File: config.mk
export PLATFORM = sky130hd
export DESIGN_NAME = full_subtractor
export DESIGN_NICKNAME = d
export VERILOG_FILES = /design/src/rtl/full_subtractor_pkg.sv /design/src/rtl/fs_cell.sv /design/src/rtl/full_subtractor.sv
export SDC_FILE = /design/constraint.sdc
export NUM_CORES = 1
export LEC_CHECK = 0
export CAP_MARGIN = 10
export CORE_AREA = 2 2 39 41
export CTS_CLUSTER_DIAMETER = 30
export DETAILED_ROUTE_END_ITERATION = 16
export DIE_AREA = 0 0 41 43
export GPL_TIMING_DRIVEN = 0
export PLACE_DENSITY = 0.38
export SETUP_SLACK_MARGIN = 0.1
export SYNTH_ARGS = -nofsm -noshare
export SYNTH_HDL_FRONTEND = slang
export SYNTH_SLANG_ARGS = --single-unit
export TNS_END_PERCENT = 5
File: constraint.sdc
create_clock -name clk -period 0.83 [get_ports clk]
set_input_delay 0.1245 -clock clk [delete_from_list [all_inputs] [get_ports clk]]
set_output_delay 0.1245 -clock clk [all_outputs]
set_load 0.005 [all_outputs]
File: src/rtl/full_subtractor_pkg.sv
// Shared constants, result bundle and overflow helper for the full_subtractor block.
package full_subtractor_pkg;

  localparam int FS_DEFAULT_WIDTH = 1;
  localparam int FS_MAX_WIDTH     = 64;

  // Registered result; diff is sized for the widest legal build, upper bits stay zero.
  typedef struct packed {
    logic [FS_MAX_WIDTH-1:0] diff;
    logic                    borrow;
    logic                    ovf;
  } fs_result_t;

  // Signed overflow of a - b: operand signs differ and the result sign flipped away from a.
  function automatic logic fs_ovf(input logic a_msb, input logic b_msb, input logic d_msb);
    return (a_msb ^ b_msb) & (d_msb ^ a_msb);
  endfunction

endpackage

File: src/rtl/fs_cell.sv
// Gate-level 1-bit full subtractor: d = a - b - bin, with borrow-out.
module fs_cell (
  input  logic a,
  input  logic b,
  input  logic bin,
  output logic d,
  output logic bout
);

  assign d    = a ^ b ^ bin;
  assign bout = (~a & (b | bin)) | (b & bin);

endmodule

File: src/rtl/full_subtractor.sv
// Registered ripple-borrow subtractor D = A - B - C with borrow-out Bo, one cycle latency.
// Define FULL_SUBTRACTOR_OVF_EN to add the registered signed-overflow output V.
module full_subtractor
  import full_subtractor_pkg::*;
#(
  parameter int WIDTH = FS_DEFAULT_WIDTH
) (
  input  logic             clk,
  input  logic             rst,
  input  logic             in_valid,
  input  logic [WIDTH-1:0] A,
  input  logic [WIDTH-1:0] B,
  input  logic             C,
  output logic             out_valid,
  output logic [WIDTH-1:0] D,
  output logic             Bo
`ifdef FULL_SUBTRACTOR_OVF_EN
  ,
  output logic             V
`endif
);

  if (WIDTH < 1 || WIDTH > FS_MAX_WIDTH) begin : g_width_chk
    $error("full_subtractor: WIDTH out of range 1..64");
  end

  logic [WIDTH:0]   bchain;
  logic [WIDTH-1:0] d_comb;
  fs_result_t       res_d, res_q;

  assign bchain[0] = C;

  for (genvar g = 0; g < WIDTH; g++) begin : g_cell
    fs_cell u_cell (
      .a    (A[g]),
      .b    (B[g]),
      .bin  (bchain[g]),
      .d    (d_comb[g]),
      .bout (bchain[g+1])
    );
  end

  always_comb begin
    res_d                   = '0;
    res_d.diff[WIDTH-1:0]   = d_comb;
    res_d.borrow            = bchain[WIDTH];
`ifdef FULL_SUBTRACTOR_OVF_EN
    res_d.ovf               = fs_ovf(A[WIDTH-1], B[WIDTH-1], d_comb[WIDTH-1]);
`endif
  end

  // Load only on in_valid so idle-cycle inputs (possibly X) never reach the result.
  always_ff @(posedge clk) begin
    if (rst) begin
      res_q     <= '0;
      out_valid <= 1'b0;
    end else begin
      out_valid <= in_valid;
      if (in_valid) res_q <= res_d;
    end
  end

  assign D  = res_q.diff[WIDTH-1:0];
  assign Bo = res_q.borrow;
`ifdef FULL_SUBTRACTOR_OVF_EN
  assign V  = res_q.ovf;
`endif

  // Upper diff bits (and ovf when V is absent) are constant zero by construction.
  logic unused_res;
  assign unused_res = ^{res_q.diff, res_q.ovf};

endmodule

After elaboration in Yosys (flattened, before gate mapping). Cells that the tools add are included.

Bitwise operators: 7.

Operators with widths (number): $and A1 B1 Y1 (2); $or A1 B1 Y1 (2); $xor A1 B1 Y1 (2); $not A1 Y1 (1).

Bits in registers: 3. Word-level logic and storage cells: 10.

Logic depth before layout (Yosys ltp).
Depth in word-level cells: 3. Gate-level depth with buffers: 4. Depth with buffers taken out: 4.

By module. From an unflattened synthesis, not the netlist that was laid out.

Cells, all modules: 11. Area, all modules: 121.4 µm².

By module, submodules not included: full_subtractor (seq. area each 60.1 µm², area an instance 93.8 µm², times used 1, cells an instance 8); fs_cell (seq. area each 0.0 µm², area an instance 27.5 µm², times used 1, cells an instance 3).

Worst setup path after synthesis. OpenSTA, ideal clock, no wires.

Path kind: input to register. Start: input A. End: register res_q, in the netlist D. Stages on the path: 3. Slack: -75 ps. Arrival: 819 ps. Path through: inv_1 fa_1 a211oi_1.

Word-level cells in the longest chain between the ends: 2.

Ends and longest elaborated chain: start, declared (RTL line full_subtractor.sv:11) `input logic [WIDTH-1:0] A,`; $xor A1 B1 Y1 (2 in a row) (RTL line fs_cell.sv:10) `assign d = a ^ b ^ bin;`; end signal, assigned (RTL line full_subtractor.sv:59) `if (in_valid) res_q <= res_d;`; end, declared (RTL line full_subtractor.sv:29) `fs_result_t res_d, res_q;`.

Every way passes these cells. A chain may end at the register's enable or synchronous reset.

Worst setup path after layout.
Start: register res_q, in the netlist Bo. End: output Bo.

RTL lines: end, declared (RTL line full_subtractor.sv:16) `output logic Bo`.

No word-level cell between the ends.

==> impl_metrics.tcl <==
set metrics [dict create \
    cp_class "reg -> out" \
    globalRoute.totalOverflow 0 \
    detail_route.vias_per_cell 3.15 \
    wl_per_cell_um 8.28 \
    route.layer.met1.wl_um 124 \
    crit_path_max_incr_delay_ns 0.31 \
    peakVddDrop_uv 283 \
    wl_met2_um 113 \
    first_global_vias 145 \
    worst_ep_arrival_time_ns 0.66 \
    clock_latency_late_sink_ns 0.23 \
    syn_to_final_growth_pct 101 \
    switching_share_pct 21.9 \
    worst_setup_hold_path_clk_slew_ns 0.04 \
    numPlacedInstances 34 \
    detail_route.iter0.violations 0 \
    ctsLongestPathBuffers 2 \
    synth.avg_cell_area_um2 11.5 \
    flip_flop_cell_with_the_highest_count_after_synthesis "dfxtp_1" \
    ff_latch_area_um2 62.6 \
    critical_path.endpoint_type "output pin" \
    crit_chain "buf_2" \
    cts.sink_count 3 \
    power.clock.fraction_pct 52.8 \
    global_route.usage.total_pct 5.53 \
    grt_first_pass_wirelength_um 496 \
    slew_headroom_pct 88.6 \
    footprint_of_the_multi_input_gates_um2 56.3 \
    synth-compound-area-share_pct 6.52 \
    fillers 160 \
    fin_util_pct 16.7 \
    globalplace.congestion 0.518 \
    run_status "complete, no violations" \
    finalHoldViolations 0 \
    crit_family "flip-flops" \
    clock_tree.root_cell "clkbuf_4" \
    finalCritPeriodShare_pct 94.5 \
    core_region_area_mm2 0.00138 \
    setup_viol 0 \
    cp_num_buf_inv 1 \
    die-height_um 43 \
    drt_wl_total_um 323 \
    holdCritPathClass "in -> reg" \
    synthMostInstantiatedCell "dfxtp_1" \
    nNetsFinal 31 \
    synthAdderAreaFrac_pct 17.4 \
    routed-via-count 123 \
    synth_simple_gate_area_share_pct 12.0 \
    ys_seq_area_share_pct 52.2 \
    internal_power_w 0.000377 \
    die_w_um 41 \
    synthesis.area_um2 115 \
    antenna_violations_before_repair 0 \
    synth_enable_flop_cells 0 \
    power_per_cell_area_mw_per_mm2 2090 \
    detailroute.wirelength.met3_um 62 \
    initial_utilization_pct 8.32 \
    min_delay_path_depth 3 \
    post-synth-top-area-cell "dfxtp_1" \
    route.top_layer_used "met4" \
    core.rowCount 14 \
    start_kind "flop" \
    power.share.sequential_pct 33.6 \
    reg2reg_depth 3 \
    critPathRequiredTime_ns 0.71 \
    layout_min_cycle_time_ns 0.784 \
    synth.yosys.warnings 0 \
    cts_made_buffers 3 \
    maximum_fanout_count_along_the_critical_path 2 \
    dr.pass1.iters 1 \
    die_area_mm2 0.00176 \
    netlist.area_leader.share_pct 52.2 \
    layoutNonFillerInstCount 39 \
    timing.setup.tns_ns 0 \
    share_of_layout_cells_above_drive_strength_1_pct 56.5 \
    ys_top_cells_by_count "dfxtp_1, nor2_1" \
    ys_types 7 \
    synth_cells 10 \
    cts.htree.levels 1 \
    synth.ff_latch_count 3 \
    combinationalPowerShare_pct 13.6 \
    timing.clock.skew_ns 0 \
    drv.max_cap_violation_count 0 \
    antenna_cells_inserted 0 \
    max_freq_ghz 1.28 \
    grt_start_max_net_pins 5 \
    synthArstFlopShare_pct 0 \
    mappedNetlistNets 17 \
    total_leakage_power_nw 0.109 \
    number_of_placed_i_o_pins 9 \
    slew_violations 0 \
    p_sw_w 0.000106 \
    cts_tree "built" \
    rsz_0062_raised_after_global_routing "true" \
    buffer_ports.inserted 8 \
    post_cts_hold_buffer_count 0 \
    drt_drc 0 \
    transition_at_the_pin_with_the_smallest_max_transition_slack_ns 0.171 \
    cp_num_cells 1 \
    antenna_left 0 \
    dominant_combinational_cell_family_by_area_after_synthesis "adder cells" \
    critical_path.slowest_cell "dfxtp_2" \
    pre_cts_setup_slack_ns -0.523 \
    synth.top_cells.by_area "dfxtp_1, fa_1, mux2i_1" \
    synth.area.mux_share_pct 8.70 \
    synth_xor_xnor_area_share_pct 0 \
    post_route_setup_slack_ns 0.0459 \
]
cells in the final DEF, fill, tap and decap left out:
| cell type | instances |
|---|---|
| buf_2 | 5 |
| clkbuf_4 | 3 |
| dfxtp_2 | 2 |
| nor2_1 | 2 |
| mux2i_1 | 1 |
| a211oi_2 | 1 |
| nor2b_1 | 1 |
| inv_1 | 1 |
| fa_1 | 1 |
| clkbuf_1 | 1 |
| dlygate4sd2_1 | 1 |
| clkdlybuf4s50_1 | 1 |
| dfxtp_1 | 1 |
| buf_6 | 1 |
| buf_4 | 1 |
through the flow:
step / power (W) / hold WS (ns) / instance area (µm²)
global placement: 0.000230 / 0.478 / 215
detailed placement: 0.000233 / 0.504 / 215
finish: 0.000483 / 0.266 / 231
CTS: 0.000496 / 0.253 / 225
floorplan: 0.000179 / 0.196 / 115
global route: 0.000510 / 0.271 / 231
layout make-up:
class / count / area share (%)
Sequential cell: 3 / 27.0
Timing Repair Buffer: 9 / 27.0
Multi-Input combinational cell: 6 / 24.3
Clock buffer: 4 / 11.4
Tap cell: 16 / 8.65
Inverter: 1 / 1.62
cells by family (layout without fill, tap and decap cells):
family,Yosys count,after routing
flops,3,3
simple gates,3,3
fa+ha+maj,1,1
compound gates,1,1
mux,1,1
buf+inv,1,14
worst reg2reg max path: stages (launching register included):
cell and delay (ns):
dfxtp_2 0.31, buf_4 0.12, mux2i_1 0.12, nor2_1 0.05
final timing paths:
| check | to | slack (ns) | startpoint |
|---|---|---|---|
| setup reg to reg | Bo$_SDFFE_PP0P_ | 0.12 | Bo$_SDFFE_PP0P_ |
| hold / removal | D$_SDFFE_PP0P_ | 0.27 | B |
| setup / recovery | Bo | 0.05 | Bo$_SDFFE_PP0P_ |
| hold reg to reg | D$_SDFFE_PP0P_ | 0.55 | D$_SDFFE_PP0P_ |
repair_timing:
action | 4_1_cts | 5_1_grt
pin swaps | 2 | 2
endpoints found under the hold margin | 0 | 0
cloned | 0 | 0
gates resized for setup | 26 | 1
buffers inserted | 1 | 0
endpoints found under the setup margin | 5 | 5
registers in the layout, indices dropped and copies added, names as in the netlist:
name / flops
Bo: 1
D: 1
out_valid: 1
power groups by stage:
stage | Sequential, W | Clock, W | Combinational, W
floorplan | 0.000163 | 0 | 0.0000166
global placement | 0.000161 | 0 | 0.0000688
detailed placement | 0.000163 | 0 | 0.0000699
CTS | 0.000161 | 0.000273 | 0.0000622
global route | 0.000163 | 0.000273 | 0.0000736
finish | 0.000162 | 0.000255 | 0.0000658
metal layers:
metal,track usage (%),vias up
met4,10.0,0
met3,4.71,4
met1,4.21,51
li1,-,57
met2,5.63,11
met5,0,-
(Power assumes the default switching activity.)
==> RTL change 1, RTL diff (same settings) <==
Add an input register stage for `in_valid` and `C`; this delays them by one clock. The other inputs are not delayed to match. Comments in the files are not updated.
--- a/src/rtl/full_subtractor.sv
+++ b/src/rtl/full_subtractor.sv
@@ -22,2 +22,10 @@
 
+  logic in_valid_q;
+  logic C_q;
+
+  always_ff @(posedge clk) begin
+    in_valid_q <= in_valid;
+    C_q        <= C;
+  end
+
   if (WIDTH < 1 || WIDTH > FS_MAX_WIDTH) begin : g_width_chk
@@ -30,3 +38,3 @@
 
-  assign bchain[0] = C;
+  assign bchain[0] = C_q;
 
@@ -57,4 +65,4 @@
     end else begin
-      out_valid <= in_valid;
-      if (in_valid) res_q <= res_d;
+      out_valid <= in_valid_q;
+      if (in_valid_q) res_q <= res_d;
     end
Function: changed (a bounded check fails within 4 cycles, from zero or initial values and one cycle with rst high).
==> RTL change 1 against the original RTL <==
  * Clock power up 8.6%
  * Area after synthesis up 35%
  * Largest power group unchanged
  * Worst setup slack worse by 0.22 ns
  * Synthesized cell count up 20%
  * Routed wire length down 6.8%
  * Largest cell class unchanged
  * Design area up 21%
  * Power up 25%
  * The flow now finishes with violations (setup timing)
  * Sequential cell count up 2
  * Highest routed layer is now met3
  * Hold slack better by 0.060 ns
  * Clock skew up 0.0034 ns
  * Critical endpoint is now D
==> RTL change 1: results <==
{
  "status": "finished, violations left",
  "failed_checks": "setup timing",
  "final_nets": 32,
  "routedWlPerCell_um": 7.53,
  "critPathMaxStageDelay_ns": 0.43,
  "ys_seq_area_share_pct": 64.5,
  "worstPathArrival_ns": 1.16,
  "p_leak_uw": 0.000119,
  "slowest_stage": "fa_2",
  "worst_r2r_path_depth": 2,
  "place.gp.congestion": 0.518,
  "ir_worst_vdd_uv": 838,
  "skew_ns": 0.00339,
  "grt_first_pass_wirelength_um": 462,
  "layout-drive-gt1-share_pct": 41.7,
  "crit_path_end": "D",
  "cp_max_fo": 1,
  "setup_viol_count_final": 3,
  "dpl_cell_area_um2": 255,
  "dr.first_iter.drc_count": 3,
  "track_usage_pct": 5.04,
  "setup_ws_ns": -0.171,
  "post_cts_buffers": 0,
  "drt_first_pass_iters": 2,
  "via_count": 117,
  "slew_headroom_pct": 88.5
}
==> RTL change 1: cell types whose count changed after synthesis, sizes merged <==
cell   delta
dfxtp     +2
==> RTL change 1: worst max-delay path: cells and delay by family (launching register included) <==
kind	cells	cell delay, ns
fa+ha+maj	1	0.43
flops	1	0.32
compound gates	1	0.18
==> RTL change 1: stage by stage <==
stage	std cells	setup TNS [ns]	setup WS, ns
after floorplan	12	-0.216	-0.136
after global placement	36	-1.35	-0.574
after detailed placement	36	-1.38	-0.587
after CTS	40	-0.454	-0.245
after global routing	40	-0.436	-0.204
final	40	-0.302	-0.171
==> RTL change 1: kinds of logic (layout without fill, tap and decap cells) <==
group,Yosys count,in the layout,share of synthesized area [%]
muxes,1,1,6.45
and+or+nand+nor,3,3,8.88
buffers and inverters,1,13,2.42
adders and majority gates,1,1,12.9
AOI/OAI and AO/OA,1,1,4.84
DFF,5,5,64.5
==> RTL change 1: how the worst min path moves through the flow <==
stage	start	to	slack, ns	depth (start not counted)
finish	C	C_q	0.33	1
CTS	C	C_q	0.32	1
floorplan	C	C_q	0.15	0
global placement	D	D	0.48	2
detailed placement	D	D	0.49	2
global route	C	C_q	0.31	1
==> RTL change 1: final cells by class <==
class / instances / area (µm²)
Inverter: 1 / 3.75
Tap cell: 16 / 20.0
Timing Repair Buffer: 8 / 68.8
Fill cell: 155 / 1100
Multi-Input combinational cell: 6 / 58.8
Clock buffer: 4 / 26.3
Sequential cell: 5 / 103
==> RTL change 1: what timing repair did <==
action,in CTS,in global routing
hold endpoints to repair,0,0
setup endpoints to repair,5,5
gates resized for setup,17,0
pin swaps,2,2
==> RTL change 1: power breakdown <==
part | switching (µW) | total (µW) | leakage [µW] | internal (µW)
registers | 8.89 | 267 | 0.0000421 | 258
logic | 20.7 | 60.9 | 0.0000619 | 40.2
clock network | 95.6 | 277 | 0.0000150 | 182
total | 125 | 605 | 0.000119 | 480
==> RTL change 1: metal layers <==
metal	GRT usage, %	part of all wire (%)	wire length (µm)
met4	6.00	0	0
met3	7.85	22	65
met1	4.56	50	150
met2	3.75	28	84
met5	0	0	0
==> RTL change 2, RTL diff (same flow settings) <==
Made on the original files. The option `FULL_SUBTRACTOR_OVF_EN` is turned on by a define.
--- a/src/rtl/full_subtractor.sv
+++ b/src/rtl/full_subtractor.sv
@@ -2,2 +2,4 @@
 // Define FULL_SUBTRACTOR_OVF_EN to add the registered signed-overflow output V.
+`define FULL_SUBTRACTOR_OVF_EN
+
 module full_subtractor
Check against the original RTL (old outputs only; new: V): no difference found for any inputs over 10 cycles, from zero or initial values and one cycle with rst high; that may be too few to reach the edited logic, so the function may still have changed.
==> RTL change 2 against the original RTL <==
  * Routed wire length rose by 24%
  * Via count rose by 36%
  * Design area rose by 36%
  * The run now ends with setup timing left
  * Worst setup slack got worse by 0.34 ns
  * Fmax fell by 30%
  * Power rose by 16%
  * Area after synthesis rose by 48%
  * First-iteration DRC count rose by 1
  * Count of clock-buffer cells in the layout fell by 1
  * Sequential power rose by 33%
  * Sequential cell count rose by 1
  * Sequential share of layout area fell by 0.73 points
==> RTL change 2: results <==
{
  "grt_max_degree": 7,
  "synth_compound_area_share_pct": 13.2,
  "routed_wl_um": 402,
  "top_layer": "met3",
  "numPlacedInstances": 40,
  "syn_avg_cell_area_um2": 11.3,
  "pre_cts_ws_ns": -1.01,
  "port_buffers": 9,
  "postCtsResizedCells": 32,
  "place.gp.congestion": 0.581,
  "track_usage_pct": 5.83,
  "synthMuxAreaShare_pct": 5.88,
  "grt_use_met3_pct": 3.14,
  "slowest_stage": "fa_2",
  "setup_viol_count_final": 2,
  "critPathMaxStageDelay_ns": 0.42,
  "setup_ws_ns": -0.295,
  "seqPwrFrac_pct": 38.4,
  "wl_met2_um": 166,
  "critPathTopFamily": "adder cells",
  "status": "finished, violations left",
  "grt_pass1_vias": 157,
  "failed_checks": "setup timing",
  "layout-drive-gt1-share_pct": 62.1,
  "ir_worst_vdd_uv": 446,
  "post_cts_buffers": 2
}
RTL change 2: final timing paths:
check | from | endpoint | slack (ns) | depth (start not counted)
max | A | V | -0.29 | 5
max reg2reg | V | V | 0.15 | 2
min | B | V | 0.23 | 3
min reg2reg | Bo | Bo | 0.48 | 2
RTL change 2: cell type report:
cell class	instances	area [µm²]
Clock buffer	3	22.5
Inverter	1	3.75
Timing Repair Buffer	11	91.3
Tap cell	16	20.0
Multi-Input combinational cell	10	93.8
Fill cell	163	1070
Sequential cell	4	82.6
RTL change 2: power by group through the flow:
| stage | sequential (µW) | combinational [µW] | clock, µW |
|---|---|---|---|
| 2_1_floorplan | 218 | 32.8 | 0 |
| 3_3_place_gp | 216 | 99.3 | 0 |
| 3_5_place_dp | 216 | 101 | 0 |
| 4_1_cts | 215 | 101 | 257 |
| 5_1_grt | 216 | 121 | 267 |
| 6_report | 215 | 108 | 237 |
RTL change 2: worst min-delay path: stages:
cell and delay [ns]:
buf_6 0.08, nand3b_1 0.11, a311oi_2 0.09
